**config.mk**
```make
export PLATFORM = sky130hd
export DESIGN_NAME = cla_pipe_adder
export DESIGN_NICKNAME = d
export VERILOG_FILES = /design/src/rtl/cla_pkg.sv /design/src/rtl/cla_group.sv /design/src/rtl/cla_pipe_adder.sv
export SDC_FILE = /design/constraint.sdc
export NUM_CORES = 1
export LEC_CHECK = 0
export CAP_MARGIN = 20
export CORE_MARGIN = 2
export CORE_UTILIZATION = 48
export CTS_BUF_LIST = sky130_fd_sc_hd__clkbuf_2 sky130_fd_sc_hd__clkbuf_4 sky130_fd_sc_hd__clkbuf_8
export DETAILED_ROUTE_END_ITERATION = 12
export PLACE_DENSITY = 0.76
export SLEW_MARGIN = 20
export SYNTH_ARGS = -nofsm -noshare
export SYNTH_HDL_FRONTEND = slang
export SYNTH_HIERARCHICAL = 1
export SYNTH_SLANG_ARGS = --single-unit
export TNS_END_PERCENT = 100
```
**constraint.sdc**
```tcl
create_clock -name clk -period 3 [get_ports clk]
set_clock_uncertainty 0.05 [all_clocks]
set_input_delay 0.3 -clock clk [delete_from_list [all_inputs] [get_ports clk]]
set_output_delay 0.3 -clock clk [all_outputs]
set_load 0.02 [all_outputs]
```
**src/rtl/cla_pkg.sv**
```systemverilog
// Shared definitions for the pipelined carry-lookahead adder.
package cla_pkg;

  typedef enum logic {
    OpAdd = 1'b0,
    OpSub = 1'b1
  } op_e;

  function automatic int unsigned groups_per_stage(int unsigned width, int unsigned group,
                                                   int unsigned stages);
    return (width / group) / stages;
  endfunction

endpackage

```
**src/rtl/cla_group.sv**
```systemverilog
// One GROUP-bit carry-lookahead block: every internal carry is a flat sum of
// generate/propagate products rather than a ripple chain.
module cla_group #(
  parameter int unsigned GROUP = 4
) (
  input  logic [GROUP-1:0] a,
  input  logic [GROUP-1:0] b,
  input  logic             cin,
  output logic [GROUP-1:0] sum,
  output logic             cout,
  output logic             cmsb
);

  logic [GROUP-1:0] w_g;
  logic [GROUP-1:0] w_p;
  logic [GROUP:0]   w_c;

  assign w_g = a & b;
  assign w_p = a ^ b;

  // c[i] = g[i-1] | p[i-1]g[i-2] | ... | p[i-1..0]cin
  always_comb begin
    logic v_t;
    w_c    = '0;
    v_t    = 1'b0;
    w_c[0] = cin;
    for (int i = 1; i <= int'(GROUP); i++) begin
      v_t = cin;
      for (int m = 0; m < i; m++) v_t = v_t & w_p[m];
      w_c[i] = v_t;
      for (int j = 0; j < i; j++) begin
        v_t = w_g[j];
        for (int m = j + 1; m < i; m++) v_t = v_t & w_p[m];
        w_c[i] = w_c[i] | v_t;
      end
    end
  end

  assign sum  = w_p ^ w_c[GROUP-1:0];
  assign cout = w_c[GROUP];
  assign cmsb = w_c[GROUP-1];

endmodule

```
**src/rtl/cla_pipe_adder.sv**
```systemverilog
// Pipelined add/subtract unit: lookahead groups, rippling group carries, groups
// split evenly over STAGES elastic register stages with valid/ready flow control.
module cla_pipe_adder
  import cla_pkg::*;
#(
  parameter int unsigned WIDTH  = 16,
  parameter int unsigned GROUP  = 4,
  parameter int unsigned STAGES = 2
) (
  input  logic             clk,
  input  logic             rst_n,
  input  logic             in_valid,
  output logic             in_ready,
  input  logic [WIDTH-1:0] in_a,
  input  logic [WIDTH-1:0] in_b,
  input  logic             in_cin,
  input  logic             in_sub,
  output logic             out_valid,
  input  logic             out_ready,
  output logic [WIDTH-1:0] out_sum,
  output logic             out_cout,
  output logic             out_ovf
);

  localparam int unsigned GPS = groups_per_stage(WIDTH, GROUP, STAGES);
  localparam int unsigned SW  = GPS * GROUP;

  if ((WIDTH % GROUP) != 0 || ((WIDTH / GROUP) % STAGES) != 0) begin : g_bad_cfg
    $error("cla_pipe_adder: WIDTH/GROUP groups must divide evenly into STAGES");
  end

  for (genvar k = 0; k < STAGES; k++) begin : g_stage
    localparam int unsigned LO   = k * SW;
    localparam int unsigned SRCW = WIDTH - LO;

    logic [SRCW-1:0]  w_a;
    logic [SRCW-1:0]  w_b;
    logic [SW-1:0]    w_bx;
    op_e              w_mode;
    logic             w_cin;
    logic             w_vin;
    logic             w_load;
    logic             w_cout;
    logic [LO+SW-1:0] w_sum;

    logic             r_vld;
    logic             r_c;
    logic [LO+SW-1:0] r_sum;

    if (k == 0) begin : g_src
      assign w_a    = in_a;
      assign w_b    = in_b;
      assign w_mode = op_e'(in_sub);
      // Subtraction is a + ~b + 1, so the carry-in is forced high
      assign w_cin  = (w_mode == OpSub) | in_cin;
      assign w_vin  = in_valid;
    end else begin : g_src
      assign w_a           = g_stage[k-1].g_rem.r_a;
      assign w_b           = g_stage[k-1].g_rem.r_b;
      assign w_mode        = g_stage[k-1].g_rem.r_mode;
      assign w_cin         = g_stage[k-1].r_c;
      assign w_vin         = g_stage[k-1].r_vld;
      assign w_sum[LO-1:0] = g_stage[k-1].r_sum;
    end

    assign w_bx = (w_mode == OpSub) ? ~w_b[SW-1:0] : w_b[SW-1:0];

    for (genvar j = 0; j < GPS; j++) begin : g_grp
      logic w_gcin;
      logic w_gcout;
      logic w_gcm;

      if (j == 0) begin : g_ci
        assign w_gcin = w_cin;
      end else begin : g_ci
        assign w_gcin = g_grp[j-1].w_gcout;
      end

      cla_group #(
        .GROUP (GROUP)
      ) u_grp (
        .a    (w_a[j*GROUP +: GROUP]),
        .b    (w_bx[j*GROUP +: GROUP]),
        .cin  (w_gcin),
        .sum  (w_sum[LO + j*GROUP +: GROUP]),
        .cout (w_gcout),
        .cmsb (w_gcm)
      );
    end

    assign w_cout = g_grp[GPS-1].w_gcout;

    // A stage loads when empty or when its content leaves this cycle
    if (k == STAGES - 1) begin : g_ld
      assign w_load = !r_vld || out_ready;
    end else begin : g_ld
      assign w_load = !r_vld || g_stage[k+1].w_load;
    end

    always_ff @(posedge clk or negedge rst_n) begin
      if (!rst_n) begin
        r_vld <= 1'b0;
        r_c   <= 1'b0;
        r_sum <= '0;
      end else if (w_load) begin
        r_vld <= w_vin;
        if (w_vin) begin
          r_c   <= w_cout;
          r_sum <= w_sum;
        end
      end
    end

    if (k < STAGES - 1) begin : g_rem
      localparam int unsigned REMW = SRCW - SW;
      logic [REMW-1:0] r_a;
      logic [REMW-1:0] r_b;
      op_e             r_mode;

      always_ff @(posedge clk or negedge rst_n) begin
        if (!rst_n) begin
          r_a    <= '0;
          r_b    <= '0;
          r_mode <= OpAdd;
        end else if (w_load && w_vin) begin
          r_a    <= w_a[SRCW-1:SW];
          r_b    <= w_b[SRCW-1:SW];
          r_mode <= w_mode;
        end
      end
    end else begin : g_out
      logic r_ovf;

      always_ff @(posedge clk or negedge rst_n) begin
        if (!rst_n) begin
          r_ovf <= 1'b0;
        end else if (w_load && w_vin) begin
          r_ovf <= w_cout ^ g_grp[GPS-1].w_gcm;
        end
      end
    end
  end

  assign in_ready  = g_stage[0].w_load;
  assign out_valid = g_stage[STAGES-1].r_vld;
  assign out_sum   = g_stage[STAGES-1].r_sum;
  assign out_cout  = g_stage[STAGES-1].r_c;
  assign out_ovf   = g_stage[STAGES-1].g_out.r_ovf;

endmodule

```
Word level (Yosys, flattened, before mapping)
Cells that the tools add are included.
{"block": "totals", "regBits": 46, "input_bits": 38, "wordCells": 116}
{"block": "classes", "muxes": 2, "bitwise_logic": 96, "n_reduce_logical": 8}
{"operator": "$or 1x1->1", "count": 41}
{"operator": "$and 1x1->1", "count": 40}
{"operator": "$xor 4x4->4", "count": 8}
{"operator": "$and 4x4->4", "count": 4}
{"operator": "$mux 8", "count": 2}
{"operator": "$not 8->8", "count": 2}
{"operator": "$reduce_and 2->1", "count": 2}
{"operator": "$logic_and 1x1->1", "count": 2}
{"operator": "$logic_not 1->1", "count": 2}
{"operator": "$logic_or 1x1->1", "count": 2}
{"operator": "$xor 1x1->1", "count": 1}

Depth between registers and ports, before layout
{"block": "logic_depth", "word_depth": 20, "ltp_mapped": 13, "ltp_nobuf": 12}

Hierarchy
The synthesis kept the hierarchy.
{"mod": "cla_pipe_adder", "n_inst": 1, "cells_per_inst": 119, "area_per_inst_um2": 2047.0, "seq_area_each_um2": 1151.1}
{"mod": "cla_group at g_stage[0].g_grp[0].u_grp ...", "n_inst": 2, "cells_per_inst": 15, "area_per_inst_um2": 162.7, "seq_area_each_um2": 0.0}
{"mod": "cla_group at g_stage[1].g_grp[1].u_grp", "n_inst": 1, "cells_per_inst": 19, "area_per_inst_um2": 161.4, "seq_area_each_um2": 0.0}
{"mod": "cla_group at g_stage[1].g_grp[0].u_grp", "n_inst": 1, "cells_per_inst": 15, "area_per_inst_um2": 146.4, "seq_area_each_um2": 0.0}

Least setup slack after synthesis
OpenSTA, ideal clock, no wires.
{"block": "synth_timing", "path_type": "register to register", "start": "reg g_stage[0].g_rem.r_mode", "end": "reg g_stage[1].g_out.r_ovf (netlist: out_ovf)", "setup_time_ns": 0.125, "t_arrival_ns": 2.713, "slack_ns": 0.113, "path_stages_with_launch": 14, "n_path_buf": 1, "path_cell_list": "dfrtp_1 buf_2 xor2_1 ha_1 ha_1 o211ai_1 nand2_2 a21o_1 ha_1 o211ai_1 nand2_2 a21o_1 xor2_1 mux2_2"}
{"block": "synth_between", "elab_cells_between_ends": 37, "cone_classes": "mux (1); bitwise (36)"}
{"item": "start, declared", "line": "cla_pipe_adder.sv:118", "text": "op_e r_mode;"}
{"item": "start signal, assigned", "line": "cla_pipe_adder.sv:124", "text": "r_mode <= OpAdd;"}
{"item": "start signal, assigned", "line": "cla_pipe_adder.sv:128", "text": "r_mode <= w_mode;"}
{"item": "$mux 8 (*)", "line": "cla_pipe_adder.sv:66", "text": "assign w_bx = (w_mode == OpSub) ? ~w_b[SW-1:0] : w_b[SW-1:0];"}
{"item": "named net g_stage[1].w_bx[0]", "line": "cla_pipe_adder.sv:38", "text": "logic [SW-1:0] w_bx;"}
{"item": "$xor 4x4->4", "line": "cla_group.sv:19", "text": "assign w_p = a ^ b;"}
{"item": "$and 1x1->1 (4 in series)", "line": "cla_group.sv:29", "text": "for (int m = 0; m < i; m++) v_t = v_t & w_p[m];"}
{"item": "$or 1x1->1 (*) (4 in series)", "line": "cla_group.sv:34", "text": "w_c[i] = w_c[i] | v_t;"}
{"item": "named net g_stage[1].g_grp[0].w_gcout", "line": "cla_pipe_adder.sv:70", "text": "logic w_gcout;"}
{"item": "$and 1x1->1 (*) (3 in series)", "line": "cla_group.sv:29"}
{"item": "$or 1x1->1 (*) (3 in series)", "line": "cla_group.sv:34"}
{"item": "named net g_stage[1].g_grp[1].w_gcm", "line": "cla_pipe_adder.sv:71", "text": "logic w_gcm;"}
{"item": "$xor 1x1->1 (*)", "line": "cla_pipe_adder.sv:138", "text": "r_ovf <= w_cout ^ g_grp[GPS-1].w_gcm;"}
{"item": "end signal, assigned", "line": "cla_pipe_adder.sv:138"}
{"item": "end, declared", "line": "cla_pipe_adder.sv:132", "text": "logic r_ovf;"}
The timed path passes the listed nets; every way through them passes the cells marked *.
A chain may end at the register's enable or synchronous reset.

Worst setup path after layout
{"block": "layout_timing", "start": "reg g_stage[0].g_rem.r_b[0]", "end": "reg g_stage[1].g_out.r_ovf (netlist: out_ovf)"}
{"block": "layout_between", "elab_cells_between_ends": 27, "cone_classes": "mux (1); bitwise (26)"}
{"item": "start, declared", "line": "cla_pipe_adder.sv:117", "text": "logic [REMW-1:0] r_b;"}
{"item": "start signal, assigned", "line": "cla_pipe_adder.sv:127", "text": "r_b <= w_b[SRCW-1:SW];"}
{"item": "$not 8->8", "line": "cla_pipe_adder.sv:66"}
{"item": "$mux 8 (*)", "line": "cla_pipe_adder.sv:66"}
{"item": "named net g_stage[1].w_bx[0]", "line": "cla_pipe_adder.sv:38"}
{"item": "$xor 4x4->4", "line": "cla_group.sv:19"}
{"item": "$and 1x1->1 (4 in series)", "line": "cla_group.sv:29"}
{"item": "$or 1x1->1 (*) (4 in series)", "line": "cla_group.sv:34"}
{"item": "named net g_stage[1].g_grp[0].w_gcout", "line": "cla_pipe_adder.sv:70"}
{"item": "$and 1x1->1 (*) (3 in series)", "line": "cla_group.sv:29"}
{"item": "$or 1x1->1 (*) (3 in series)", "line": "cla_group.sv:34"}
{"item": "named net g_stage[1].g_grp[1].w_gcm", "line": "cla_pipe_adder.sv:71"}
{"item": "$xor 1x1->1 (*)", "line": "cla_pipe_adder.sv:138"}
Marks and branches as above.

==> results.txt <==
post-synth top area share = 0.430
root buf cell = clkbuf_8
HP Start = g_stage[0].r_sum[7]
area grow syn2layout = 29.1%
Worst Tran Pin Value = 0.572 ns
Cell Rows = 27
crit start category = flop
Final TNS setup = 0 ns
Max Cap Viol = 0
first-pass GRT wire length = 7110 microns
drt total wl = 4260 microns
Die H = 78.7 microns
fin crit period = 2.78 ns
prevailing post-synth register cell = dfrtp_1
CP Data Arrival Time = 2.91 ns
worst setup margin = 0.219 ns
clk buf depth = 2
detailed placement HPWL = 3070 microns
Synth Instances = 183
sw frac = 0.324
Tot Pwr = 2600 uW
top post-synthesis cells by area = dfrtp_1, mux2_4, ha_1, xor2_1, mux2_2
final core occ = 0.636
leading area contributor after synthesis = dfrtp_1
# H-tree levels = 2
Setup crit end kind = flop
r2r startpoint = g_stage[0].g_rem.r_b[0]
GP Congestion = 0.721
area of the die = 6200 sq um
Int Pwr = 1760 uW
# setup viols final = 0
TritonCTS clock tree = built
antenna violations before repair = 0
clock share of power = 0.151
Clock Sinks = 46
crit path kind = reg2reg
Worst Hold Endpoint = out_sum[7]
Max FO, Critical Path = 2
drt via density = 4.84
#FFs+latches synth = 46
Peak VDD IR = 0.000319 V
HP Class = reg2reg
ys async rst share = 1.00
clk_lat worst skew = 0.29 ns
worst reg2reg path depth = 12
Num CTS Buffers = 5
sequential fraction of the synthesis area = 0.430
RSZ-0062 raised after global routing = no
vias in the first global route = 1,568
layout cells sized above 1 = 0.308
final-report max-slew violation count = 0
Worst slew margin = 0.619
Worst Path Required = 3.13 ns
Tot GR Track Use = 0.148
Final Hold Viols = 0
initial core utilization = 0.493
switching pwr = 840 uW
fmax = 360 MHz
Hold Path Stages = 1
Commonest cells post-synth = dfrtp_1, mux2_4, xor2_1
Clk pin slew, worst setup/hold paths = 0.08 ns
YS warnings = 6
FF-to-FF setup slack = 0.22 ns
Comb pwr share = 0.484
wire per inst = 13.1 microns
Synth Net Count = 245
Final period util = 0.927
number of flops mapped to enable cells by yosys = 0
largest net degree at the start of global routing = 47
# IOs = 58
Placeable Area = 5440 sq um
vias = 1,573
worst slack, placed = 0.0216 ns
leak pwr = 0.00161 uW
Layout Nets = 314
synthesized area per cell = 14.6 sq um
cell area after synthesis = 2680 sq um
die width = 78.7 microns
final hold slack = 0.456 ns
PortBufs = 57
Synth cell types = 26
top-count cell post-synth = dfrtp_1
grt total ovfl = 0
TritonRoute pass-1 iters = 6
status = finished clean
cell area power density = 750 nW/um^2
reg2reg end = out_ovf
Seq pwr share = 0.366
First DRT Iteration DRCs = 31
Residual DRC = 0
ANT nets after route = 0
ANT cells = 0
sequential cells by signal, summed over array words and instances (netlist names):
name / cells
g_stage.g_rem.r_a: 8
g_stage.g_rem.r_b: 8
g_stage.g_rem.r_mode: 1
g_stage.r_c: 1
g_stage.r_sum: 8
g_stage.r_vld: 1
out_cout: 1
out_ovf: 1
out_sum: 16
out_valid: 1
worst max path at each step:
stage	from	to	slack, ns	cells past startpoint
CTS	g_stage[0].g_rem.r_mode	out_ovf	0.09	12
global route	g_stage[0].g_rem.r_b[0]	out_ovf	0.008	12
floorplan	g_stage[0].g_rem.r_mode	out_ovf	0.11	13
detailed placement	in_sub	g_stage[0].r_c	0.02	12
global placement	in_sub	g_stage[0].r_c	0.06	12
finish	g_stage[0].g_rem.r_b[0]	out_ovf	0.22	12
power groups by stage:
stage	sequential, uW	clock (uW)	combinational [uW]
global route	980	436	1370
global placement	955	0	1210
CTS	951	403	1230
finish	949	392	1260
floorplan	1090	0	675
detailed placement	961	0	1230
layout by cell type (no fill, tap or decap), drive strengths merged:
cell	netlist	routed
o21a	4	4
nand3b	1	1
xor2	24	24
o211ai	4	4
or2	1	1
or2b	1	1
clkinv	0	1
clkbuf	0	7
xnor2	5	5
a21oi	4	4
nor2	4	4
dlygate4sd3	0	1
fa	4	4
clkdlybuf4s50	0	56
nand2	6	6
buf	5	10
dfrtp	46	46
nand2b	2	2
mux2	44	44
ha	20	20
inv	4	4
a21o	4	4
timing repair:
action | 4_1_cts | 5_1_grt
hold endpoints to repair | 0 | 42
buffers inserted | 0 | 4
gates resized for setup | 0 | 2
endpoints found under the setup margin | 0 | 2
hold buffers | 0 | 1
kinds of logic (layout without fill, tap and decap cells):
logic type                 after synthesis  after routing  share of synthesized area
DFF                                     46             46                      0.430
buffers and inverters                    9             79                     0.0285
AOI/OAI and AO/OA                       16             16                     0.0476
muxes                                   44             44                      0.227
adders and majority gates               24             24                      0.123
and+or+nand+nor                         15             15                     0.0439
xor gates and xnor gates                29             29                      0.100
cell type report:
type                    instances  area, sq um
fillers                       424         1980
clock buffers                   7         90.1
repair buffers                 67          646
flip-flops and latches         46         1150
multi-input cells             128         1460
well taps                      72         90.1
clock inverters                 1         5.00
inverters                       4         15.0
worst max-delay path, cell delays in order (launching register included):
cell and delay, ns:
dfrtp_1 0.41, xor2_2 0.19, ha_1 0.27, ha_1 0.19, o211ai_1 0.20, nand2_2 0.08, a21o_1 0.20, ha_1 0.21
o211ai_1 0.19, nand2_2 0.08, a21o_1 0.20, xor2_1 0.14, mux2_2 0.25
through the flow:
| stage | cells | cell area (sq um) |
|---|---|---|
| after floorplan | 183 | 2680 |
| after CTS | 320 | 3410 |
| final | 325 | 3460 |
| after global routing | 325 | 3460 |
| after global placement | 312 | 3310 |
| after detailed placement | 312 | 3310 |
metal layers:
layer	GRT usage	vias up	wire length (microns)
li1	-	770	-
met1	0.192	756	1960
met2	0.236	43	2000
met3	0.0466	4	248
met4	0.0509	0	46
met5	0	-	0
Power figures use the tool's default switching activity.
